===== src/rtl/codec_config_sequencer.sv =====
// codec_config_sequencer
//   Walks the codec power-up register table and issues one 16-bit write per
//   entry over the shared I2C write master (xfer_req/xfer_done handshake).
//   NACKed or timed-out writes are retried up to MAX_RETRIES times. Every
//   transaction is followed by a GAP_CYCLES settle gap.
//
//   Optional build macro: CFG_SOFT_RESET_EN. When defined, a codec soft-reset
//   write (16'h1E00) goes out before the table. It is reported as reg_index 0.
//
// Ports
//   clk, reset    : clock, asynchronous active-high reset
//   start         : one-cycle pulse, starts/restarts from IDLE, DONE or ERROR
//   xfer_req      : one-cycle write request, xfer_word holds {addr[6:0], data[8:0]}
//   xfer_done     : transfer complete pulse, xfer_nack valid with it
//   busy          : sequence in progress
//   config_done   : table written successfully (level)
//   config_error  : retries exhausted (level)
//   reg_index     : table entry currently being written
//   retry_count   : retries used on the current entry
module codec_config_sequencer #(
  parameter int NUM_REGS       = 10,
  parameter int MAX_RETRIES    = 3,
  parameter int GAP_CYCLES     = 16,
  parameter int TIMEOUT_CYCLES = 4096
) (
  input  logic        clk,
  input  logic        reset,
  input  logic        start,
  output logic        xfer_req,
  output logic [15:0] xfer_word,
  input  logic        xfer_done,
  input  logic        xfer_nack,
  output logic        busy,
  output logic        config_done,
  output logic        config_error,
  output logic [3:0]  reg_index,
  output logic [2:0]  retry_count
);

  localparam int TO_W  = (TIMEOUT_CYCLES > 1) ? $clog2(TIMEOUT_CYCLES) : 1;
  localparam int GAP_W = (GAP_CYCLES > 1) ? $clog2(GAP_CYCLES) : 1;

  localparam logic [TO_W-1:0]  TO_LAST   = TO_W'(TIMEOUT_CYCLES - 1);
  localparam logic [GAP_W-1:0] GAP_LAST  = GAP_W'(GAP_CYCLES - 1);
  localparam logic [3:0]       LAST_IDX  = 4'(NUM_REGS - 1);
  localparam logic [2:0]       RETRY_MAX = 3'(MAX_RETRIES);
  localparam logic [15:0]      SOFT_RESET_WORD = 16'h1E00;

`ifdef CFG_SOFT_RESET_EN
  localparam logic SOFT_EN = 1'b1;
`else
  localparam logic SOFT_EN = 1'b0;
`endif

  typedef enum logic [2:0] {
    S_IDLE,
    S_LOAD,
    S_REQ,
    S_WAIT,
    S_GAP,
    S_DONE,
    S_ERROR
  } state_t;

  state_t           state_q, state_d;
  logic [15:0]      word_q, word_d;
  logic [3:0]       idx_q, idx_d;
  logic [2:0]       retry_q, retry_d;
  logic [TO_W-1:0]  to_q, to_d;
  logic [GAP_W-1:0] gap_q, gap_d;
  logic             ok_q, ok_d;      // last attempt was acknowledged
  logic             soft_q, soft_d;  // soft-reset write pending/in flight

  function automatic logic [15:0] table_word(input logic [3:0] idx);
    logic [15:0] w;
    case (idx)
      4'd0:    w = 16'h1201;
      4'd1:    w = 16'h0017;
      4'd2:    w = 16'h0217;
      4'd3:    w = 16'h047F;
      4'd4:    w = 16'h067F;
      4'd5:    w = 16'h0812;
      4'd6:    w = 16'h0A00;
      4'd7:    w = 16'h0C02;
      4'd8:    w = 16'h0E23;
      4'd9:    w = 16'h1001;
      default: w = 16'h0000;
    endcase
    return w;
  endfunction

  always_ff @(posedge clk or posedge reset) begin
    if (reset) begin
      state_q <= S_IDLE;
      word_q  <= '0;
      idx_q   <= '0;
      retry_q <= '0;
      to_q    <= '0;
      gap_q   <= '0;
      ok_q    <= 1'b0;
      soft_q  <= 1'b0;
    end else begin
      state_q <= state_d;
      word_q  <= word_d;
      idx_q   <= idx_d;
      retry_q <= retry_d;
      to_q    <= to_d;
      gap_q   <= gap_d;
      ok_q    <= ok_d;
      soft_q  <= soft_d;
    end
  end

  always_comb begin
    state_d = state_q;
    word_d  = word_q;
    idx_d   = idx_q;
    retry_d = retry_q;
    to_d    = to_q;
    gap_d   = gap_q;
    ok_d    = ok_q;
    soft_d  = soft_q;

    case (state_q)
      S_IDLE, S_DONE, S_ERROR: begin
        if (start) begin
          state_d = S_LOAD;
          idx_d   = '0;
          retry_d = '0;
          soft_d  = SOFT_EN;
        end
      end

      S_LOAD: begin
        word_d  = soft_q ? SOFT_RESET_WORD : table_word(idx_q);
        to_d    = '0;
        state_d = S_REQ;
      end

      S_REQ: begin
        state_d = S_WAIT;
      end

      S_WAIT: begin
        gap_d = '0;
        // xfer_done is tested first so it wins over a coincident timeout.
        if (xfer_done && !xfer_nack) begin
          ok_d    = 1'b1;
          retry_d = '0;
          state_d = S_GAP;
        end else if (xfer_done || (to_q == TO_LAST)) begin
          ok_d = 1'b0;
          if (retry_q < RETRY_MAX) begin
            retry_d = retry_q + 3'd1;
            state_d = S_GAP;
          end else begin
            state_d = S_ERROR;
          end
        end else begin
          to_d = to_q + 1'b1;
        end
      end

      S_GAP: begin
        if (gap_q == GAP_LAST) begin
          if (!ok_q) begin
            state_d = S_LOAD;
          end else if (soft_q) begin
            // Soft-reset write done: table starts at index 0, which idx_q already holds.
            soft_d  = 1'b0;
            state_d = S_LOAD;
          end else if (idx_q == LAST_IDX) begin
            state_d = S_DONE;
          end else begin
            idx_d   = idx_q + 4'd1;
            state_d = S_LOAD;
          end
        end else begin
          gap_d = gap_q + 1'b1;
        end
      end

      default: state_d = S_IDLE;
    endcase
  end

  assign xfer_req     = (state_q == S_REQ);
  assign busy         = !((state_q == S_IDLE) || (state_q == S_DONE) || (state_q == S_ERROR));
  assign config_done  = (state_q == S_DONE);
  assign config_error = (state_q == S_ERROR);
  assign xfer_word    = word_q;
  assign reg_index    = idx_q;
  assign retry_count  = retry_q;

endmodule


===== config.mk =====
export PLATFORM = sky130hd
export DESIGN_NAME = codec_config_sequencer
export DESIGN_NICKNAME = d
export VERILOG_FILES = /design/src/rtl/codec_config_sequencer.sv
export SDC_FILE = /design/constraint.sdc
export NUM_CORES = 1
export LEC_CHECK = 0
export BUFFER_PORTS_ARGS = -buffer_cell sky130_fd_sc_hd__buf_2
export CORE_ASPECT_RATIO = 0.6
export CORE_MARGIN = 5
export CORE_UTILIZATION = 40
export CTS_BUF_LIST = sky130_fd_sc_hd__clkbuf_16
export DETAILED_ROUTE_END_ITERATION = 10
export GPL_TIMING_DRIVEN = 0
export HOLD_SLACK_MARGIN = 0.06
export SLEW_MARGIN = 10
export SYNTH_ARGS = -nofsm -noshare
export SYNTH_HDL_FRONTEND = slang
export SYNTH_SLANG_ARGS = --single-unit

===== constraint.sdc =====
create_clock -name clk -period 2.7 [get_ports clk]
set_clock_uncertainty 0.05 [all_clocks]
set_input_delay 0.405 -clock clk [delete_from_list [all_inputs] [get_ports clk]]
set_output_delay 0.405 -clock clk [all_outputs]
set_load 0.03 [all_outputs]

=== After elaboration in Yosys (flattened, before gate mapping) ===
Memories as Yosys holds them, arrays and structs flattened.
Cells that the tools add are included.

* Magnitude comparators: 1
* Equal/unequal tests: 19
* Mux-type cells: 32
* Reduce and logical (&&, ||, !) cells: 20
* $add $sub $neg: 4

{| class="wikitable"
|+ Operators by type and width
! operator !! count
|-
| $mux 3 || 11
|-
| $mux 12 || 2
|-
| $mux 4 || 6
|-
| $pmux 12 s2 || 1
|-
| $mux 16 || 1
|-
| $ne 2x2->1 const B || 8
|-
| $pmux 4 s2 || 2
|-
| $pmux 3 s5 || 1
|-
| $add 12x1->12 const B || 1
|-
| $eq 12x12->1 const B || 1
|-
| $reduce_bool 2->1 || 5
|-
| $eq 3x3->1 const B || 3
|-
| $add 4x1->4 const B || 2
|-
| $eq 4x4->1 const B || 2
|-
| $reduce_and 4->1 || 2
|-
| $eq 3x2->1 const B || 2
|-
| $ne 3x3->1 const B || 2
|-
| $pmux 3 s2 || 1
|-
| $reduce_and 3->1 || 2
|-
| $reduce_and 6->1 || 1
|-
| $mux 1 || 5
|-
| $reduce_and 2->1 || 2
|-
| $add 3x1->3 const B || 1
|-
| $eq 3x1->1 const B || 1
|-
| other kinds (8) || 11
|}

* Memory bits (read-only): 176
* Register bits after elaboration: 44
* Input port bits: 5
* Word-level logic and storage cells: 85
* Memories: 1

{| class="wikitable"
|+ Memory list
! memory !! depth !! bits a word !! rd ports !! clocked after Yosys merged registers in !! write ports !! RTL line !! RTL
|-
| (name not given) || 16 || 11 || 1 || 0 || 0 || 76 || <nowiki>case (idx)</nowiki>
|}

=== Longest topological paths before layout ===
Gate-level depths: netlist of the first run.

* Depth after elaboration: 6
* Mapped depth: 8
* Depth with buffers taken out: 6

=== Least setup slack after synthesis of the first run ===
Ideal clock, no wire load.

* Path kind: register to output
* Start point: register state_q[1]
* End point: output xfer_req
* Cell stages (with the launch flop): 4
* Arrival: 1.592 ns
* Slack: 0.653 ns
* Path buffers: 2
* Cells stage by stage: dfrtp_1 > buf_6 > clkbuf_1 > nor3b_1

* Cells in the longest elaborated chain, start to end: 1

{| class="wikitable"
|+ RTL lines
! item !! RTL line !! RTL
|-
| start, declared || 65 || <nowiki>state_t state_q, state_d;</nowiki>
|-
| start signal, assigned || 103 || <nowiki>state_q <= state_d;</nowiki>
|-
| $eq 3x2->1 || 187 || <nowiki>assign xfer_req = (state_q == S_REQ);</nowiki>
|-
| end, declared || 29 || <nowiki>output logic xfer_req,</nowiki>
|}

No other way between the ends.

=== Worst setup path after layout of the first run ===
Ends and elaborated chain as after synthesis.

==> metrics.md, run 1 <==
| Metric | Value |
|---|---|
| Synth cell types | `54` |
| Synthesis-stage register bit count | `37` |
| Outcome | `completed` |
| Gpl congestion | `0.839` |
| Final Routed Wirelength | `around 6000 µm` |
| Worst Hold Slack | `between 200 and 300 ps` |
| Row Count | `21` |
| H-tree depth | `2` |
| Worst Setup End Kind | `primary output` |
| Wire per inst | `15.3 µm` |
| Post-layout util | `49.3%` |
| Post-DP HPWL | `4440 µm` |
| Min-delay worst type | `in -> reg` |
| Sequential cell area | `~900 µm²` |
| Worst-path clk slew | `roughly 50 ps` |
| Post-synth EDFFs | `0` |
| Crit Path Category | `reg -> out` |
| Multi-input gate area | `roughly 1300 µm²` |
| Final-stage net count | `330` |
| Max IR drop VDD | `between 0.0006 and 0.0007 V` |
| Unrepaired setup endpoints after global routing | `no` |
| Port Buffers | `26` |
| Final Setup Violations | `0` |
| Final instance area | `roughly 2800 µm²` |
| CTS tree | `done` |
| DR iter-0 viols | `~210` |
| Pre-CTS setup slack | `491 ps` |
| Power per Cell Area | `roughly 1100 nW/µm²` |
| CTS root buffer | `clkbuf_16` |
| CTS buffer count | `5` |
| Setup TNS | `0 ps` |
| Drt pass-1 iters | `4` |
| Max Buffers Root-to-Sink | `2` |
| Initial antenna violation count | `0` |
| Avg Cell Area, Syn | `between 8 and 9 µm²` |
| Post-synthesis sequential area ratio | `about 39%` |
| Synth warn | `0` |
| Placed insts | `389` |
| Clk_lat worst skew | `about 280 ps` |
| Via count of the first global-routing pass | `1,891` |
| DR DRC count | `0` |
| Layout cells sized above 1 | `roughly 16%` |
| Slew Viols, Final | `0` |
| Most frequent cells in the layout | `nand2_1 (43), dfrtp_1 (37), buf_2 (26)` |
| Largest net degree at the start of global routing | `32` |
| Final ANT Viol Nets | `0` |
| Tightest Pin Transition | `between 1000 and 1500 ps` |
| CTS sink count | `37` |
| Most common cell after layout, fill and taps aside | `nand2_1` |
| CP Launch Type | `register` |
| Crit path DAT | `between 1500 and 2000 ps` |
| Crit path time final | `~2300 ps` |
| Leak | `roughly 1.2 nW` |
| Post-layout power | `2.99 mW` |
| Vias per cell | `about 5.5` |
| Primary FF master, synth | `dfrtp_1` |
| Crit path required time | `2250 ps` |
| Total grt overflow | `0` |
| Die height | `roughly 70 µm` |
| Final period util | `86.3%` |
| Final hold vios | `0` |
| Slew margin rel. | `roughly 28%` |
| Core area | `5680 µm²` |
| Total Routing Usage GR | `16.4%` |
| Crit-path max FO | `10` |
| Ports | `32` |
| Post-route setup slack | `between 300 and 400 ps` |
| First-pass GRT wire length | `around 10000 µm` |
| Post-route insts no fill | `398` |
| Synth-to-Final Area Change | `17.3%` |
| ANT cells | `0` |
| Placed inst area | `between 2000 and 3000 µm²` |
| Max frequency | `0.429 GHz` |
| # fillers | `roughly 560` |
| Mapped Cells | `278` |
| DIE WIDTH | `approximately 110 µm` |
| Initial Util | `roughly two fifths` |
| Full die area | `approximately 7600 µm²` |
| Maxcap violations | `0` |
| Async SR Flop Fraction | `100%` |
| Synthesized area | `roughly 2400 µm²` |
| Via Count | `roughly 2,200` |
critical path, stage by stage (launching register included):
cell and delay, ps:
dfrtp_1 450, buf_6 180, clkbuf_1 410, nor3b_1 300, buf_2 250
routing by layer:
| layer | vias up | wire length [µm] | GRT usage, % |
|---|---|---|---|
| li1 | 1082 | - | - |
| met1 | 1023 | 3430 | 29.2 |
| met2 | 63 | 2230 | 18.9 |
| met3 | 2 | 403 | 4.09 |
| met4 | 0 | 17 | 2.07 |
| met5 | - | 0 | 0 |
power by group:
part	internal (mW)	switching (mW)	total, mW
Clock	0.334	0.224	0.558
Sequential	0.757	0.203	0.961
Combinational	0.498	0.968	1.47
Total	1.59	1.40	2.99
path summary, 6_finish.rpt:
check | cells after the start | endpoint | slack, ps | start
worst max-delay path | 4 | xfer_req | 370 | state_q[1]
worst min-delay path | 2 | ok_q | 270 | xfer_nack
worst min register to register | 2 | xfer_word[12] | 430 | xfer_word[12]
worst max register to register | 8 | xfer_word[0] | 480 | state_q[0]
max in group asynchronous | 4 | state_q[0] | 1680 | reset
min in group asynchronous | 3 | gap_q[0] | 510 | reset
sequential cells by signal (all words and copies together) (netlist names):
signal / count
gap_q: 4
ok_q: 1
reg_index: 4
retry_count: 3
state_q: 3
to_q: 12
xfer_word: 10
Yosys cell counts, drive strengths merged (3+ instances only):
cell type | instances | area (µm²)
nand3 | 8 | 40.0
o21ai | 14 | 70.1
or4 | 6 | 46.3
o311ai | 4 | 35.0
buf | 9 | 78.8
nor2 | 15 | 56.3
nor2b | 3 | 18.8
nand3b | 3 | 26.3
nand2 | 43 | 161
o211ai | 10 | 75.1
a31oi | 4 | 25.0
or3 | 4 | 25.0
a21oi | 17 | 85.1
nand2b | 6 | 37.5
inv | 13 | 48.8
clkbuf | 15 | 56.3
ha | 8 | 100
nor3 | 4 | 20.0
dfrtp | 37 | 926
o31ai | 5 | 37.5
nand4b | 3 | 26.3
nand4 | 8 | 62.6
o22ai | 5 | 31.3
and4 | 3 | 26.3
area by class of cell:
cell class	instances	area share [%]
Sequential cell	37	33.1
Clock inverter	3	0.448
Inverter	13	1.75
Clock buffer	5	4.48
Buffer	24	4.83
Timing Repair Buffer	28	5.73
Multi-Input combinational cell	208	46.1
Tap cell	80	3.58
cells by family after synthesis:
logic type	synth area share, %
XOR/XNOR	1.10
flip-flops	38.9
AO/OA/AOI/OAI	20.9
AND/OR/NAND/NOR	25.8
multiplexers	1.31
buffers and inverters	7.72
other	0.157
adder cells (fa/ha/maj)	4.20
timing repair:
action                    in CTS  in global routing
setup buffers                  0                  0
hold endpoints to repair       6                  0
gates resized for setup        0                  0
hold buffers                   1                  0
Power figures use the tool's default switching activity.
==> run 2, diff against run 1 <==
--- a/config.mk
+++ b/config.mk
@@ -5,6 +5,7 @@
 export SDC_FILE = /design/constraint.sdc
 export NUM_CORES = 1
 export LEC_CHECK = 0
+export ABC_AREA = 1
 export BUFFER_PORTS_ARGS = -buffer_cell sky130_fd_sc_hd__buf_2
 export CORE_ASPECT_RATIO = 0.6
 export CORE_MARGIN = 5
==> run 2 against run 1 <==
Clock-buffer cell count did not move. Critical endpoint is now busy. Cell count down 2.0%. First-iteration DRC count shrank 34%. Power fell by 15%. Die area decreased by 7.6%. Design area shrank 8.0%. Global-route usage down 0.95 points. Utilization grew 0.63 points. Via count decreased by 11%. Sequential power fell by 20%.
==> metrics.md, run 2 <==
| Metric | Value |
|---|---|
| Outcome | `completed (unchanged)` |
| Leading area contributor after synthesis | `dfrtp_1 (unchanged)` |
| H-tree depth | `2 (unchanged)` |
| Maxcap violations | `0 (unchanged)` |
| Final period util | `70.8% (was 86.3%)` |
| CP startpoint | `state_q[1] (unchanged)` |
| Multi-input gate area | `1060 µm² (was 1290 µm²)` |
| Synthesized area | `2180 µm² (was 2380 µm²)` |
| Top cells by area in the synthesized netlist | `dfrtp_1 (43%), nand2_1 (14%), nand3_1 (6.0%) (was dfrtp_1 (39%), nand2_1 (6.8%), ha_1 (4.2%))` |
| Most frequent cells in the layout | `nand2_1 (80), dfrtp_1 (37), inv_1 (30), buf_2 (30), nand3_1 (26) (was nand2_1 (43), dfrtp_1 (37), buf_2 (26))` |
| Synth cell types | `30 (was 54)` |
| Synth top cells by count | `nand2_1 (80), dfrtp_1 (37), inv_1 (31), nand3_1 (26), nor2_1 (25) (was nand2_1 (43), dfrtp_1 (37), a21oi_1 (17), clkbuf_1 (15), nor2_1 (15))` |
| # fillers | `502 (was 558)` |
| Post-DP HPWL | `3770 µm (was 4440 µm)` |
| Crit path time final | `1910 ps (was 2330 ps)` |
| Tightest Pin Transition | `510 ps (was 1080 ps)` |
| Most common cell after layout, fill and taps aside | `nand2_1 (unchanged)` |
| DR DRC count | `0 (unchanged)` |
| Primary FF master, synth | `dfrtp_1 (unchanged)` |
| Slew Viols, Final | `0 (unchanged)` |
| Min-delay worst type | `in -> async (was in -> reg)` |
| CP Launch Type | `register (unchanged)` |
| Crit Path Category | `reg -> out (unchanged)` |
| Max reg flops | `12 (unchanged)` |
| Slew margin rel. | `65.8% (was 27.6%)` |
| Row Count | `20 (was 21)` |
| Worst Hold Slack | `62.4 ps (was 272 ps)` |
| Synth warn | `0 (unchanged)` |
| Initial Util | `42.3% (was 42.0%)` |
| Layout cells sized above 1 | `17.3% (was 15.7%)` |
| Via count of the first global-routing pass | `1,709 (was 1,891)` |
| Reg2reg path depth | `8 (unchanged)` |
| Post-layout util | `49.9% (was 49.3%)` |
| Worst path max stage delay | `440 ps (was 450 ps)` |
| Sequential cell area | `926 µm² (unchanged)` |
| Initial antenna violation count | `0 (unchanged)` |
| Final Setup Violations | `0 (unchanged)` |
| Core area | `5150 µm² (was 5680 µm²)` |
| Setup bufs post-CTS | `0 (unchanged)` |
| Final Routed Wirelength | `5120 µm (was 6080 µm)` |
| Unrepaired setup endpoints after global routing | `no (unchanged)` |
| DIE WIDTH | `105 µm (was 110 µm)` |
| CTS root buffer | `clkbuf_16 (unchanged)` |
| CP cell instances | `inv_1 > nand3_1 > nand3_2 > inv_1 > buf_2 (was buf_6 > clkbuf_1 > nor3b_1 > buf_2)` |
| Max IR drop VDD | `0.000517 V (was 0.000610 V)` |
| Final ANT Viol Nets | `0 (unchanged)` |
| Leak | `1.32 nW (was 1.21 nW)` |
| Mapped Cells | `285 (was 278)` |
| Total Routing Usage GR | `15.5% (was 16.4%)` |
| Hold_buf cts | `0 (was 1)` |
| CTS sink count | `37 (unchanged)` |
| Port Buffers | `26 (unchanged)` |
| Crit-path max FO | `6 (was 10)` |
| Drt pass-1 iters | `4 (unchanged)` |
| Die height | `67.2 µm (was 69.8 µm)` |
| Max Buffers Root-to-Sink | `2 (unchanged)` |
| Critical Path End | `busy (was xfer_req)` |
| ANT cells | `0 (unchanged)` |
| Max stage delay cell, worst path | `dfrtp_1 (unchanged)` |
| Cell with the most instances after synthesis | `nand2_1 (unchanged)` |
| Avg Cell Area, Syn | `7.64 µm² (was 8.57 µm²)` |
| Final hold vios | `0 (unchanged)` |
| Biggest register | `to_q (unchanged)` |
| Synthesis-stage register bit count | `37 (unchanged)` |
| Top cell type's share of synthesized area | `42.5% (was 38.9%)` |
| First-pass GRT wire length | `8620 µm (was 9980 µm)` |
| Power per Cell Area | `991 nW/µm² (was 1070 nW/µm²)` |
| Max frequency | `0.523 GHz (was 0.429 GHz)` |
| CTS tree | `done (unchanged)` |
| Total grt overflow | `0 (unchanged)` |
| Worst-path clk slew | `60 ps (was 50 ps)` |
| Wire per inst | `13.1 µm (was 15.3 µm)` |
| Setup TNS | `0 ps (unchanged)` |
| Clk_lat worst skew | `280 ps (about the same)` |
| Reg2reg setup slack | `940 ps (was 480 ps)` |
| Post-CTS sizing | `0 (unchanged)` |
| Final-stage net count | `336 (was 330)` |
| Full die area | `7070 µm² (was 7650 µm²)` |
| Ports | `32 (unchanged)` |
| Largest net degree at the start of global routing | `22 (was 32)` |
| Post-synthesis sequential area ratio | `42.5% (was 38.9%)` |
| FF-to-FF End | `retry_count[0] (was xfer_word[0])` |
| Synth-to-Final Area Change | `18.0% (was 17.3%)` |
| CTS buffer count | `5 (unchanged)` |
| Async SR Flop Fraction | `100% (unchanged)` |
| DR iter-0 viols | `137 (was 208)` |
| Crit path required time | `2250 ps (about the same)` |
| Reg-to-Reg Start | `to_q[0] (was state_q[0])` |
| Worst Setup End Kind | `primary output (unchanged)` |
| Via Count | `1,934 (was 2,170)` |
| Vias per cell | `4.96 (was 5.45)` |
| Crit path DAT | `1460 ps (was 1870 ps)` |
| Post-synth EDFFs | `0 (unchanged)` |
| Cell mode on critical path | `inv_1` |
| Gpl congestion | `0.824 (was 0.839)` |
run 2: cell type report:
class / count / share of cell area [%]
multi-input cells: 208 / 41.2
well taps: 66 / 3.21
clock buffers: 5 / 4.87
plain buffers: 12 / 3.41
inverters: 32 / 4.67
flip-flops and latches: 37 / 36.0
clock inverters: 3 / 0.487
repair buffers: 27 / 6.13
run 2: metrics by stage:
stage          cells  power [mW]  setup WS, ps  area, µm²
4_1_cts          390        2.56           794       2570
3_5_place_dp     382        1.99           939       2430
6_report         390        2.55           789       2570
3_3_place_gp     381        1.98           796       2410
2_1_floorplan    289        1.67          1070       2190
5_1_grt          390        2.76           703       2570
run 2: how the worst min path moves through the flow:
stage	from	endpoint	slack, ps
5_1_grt	reset	to_q[11]	80
4_1_cts	reset	to_q[11]	80
3_3_place_gp	xfer_word[12]	xfer_word[12]	420
3_5_place_dp	reset	to_q[11]	370
2_1_floorplan	ok_q	ok_q	420
6_report	reset	to_q[11]	60
run 2: cell families after synthesis:
logic type | synth area share (%)
AOI/OAI and AO/OA | 11.0
xor gates and xnor gates | 2.01
adders and majority gates | 4.60
buffers and inverters | 9.53
DFF | 42.5
other | 0.172
and+or+nand+nor | 30.2
run 2: per-layer routing:
layer	part of all wire (%)	wire (µm)	global-route usage (%)	vias up
li1	-	-	-	995
met1	55	2820	24.9	888
met2	38	1930	19.2	44
met3	6.1	310	3.72	7
met4	1.2	61	5.74	0
met5	0	0	0	-
run 2: power by group:
group          switching [mW]  internal, mW
sequential             0.0939         0.679
combinational           0.851         0.367
clock                   0.225         0.334
total                    1.17          1.38
run 2: critical path, delay by kind of cell, from the launching register on:
family        cells  cell delay (ps)
buf+inv           3              480
simple gates      2              260
flops             1              440
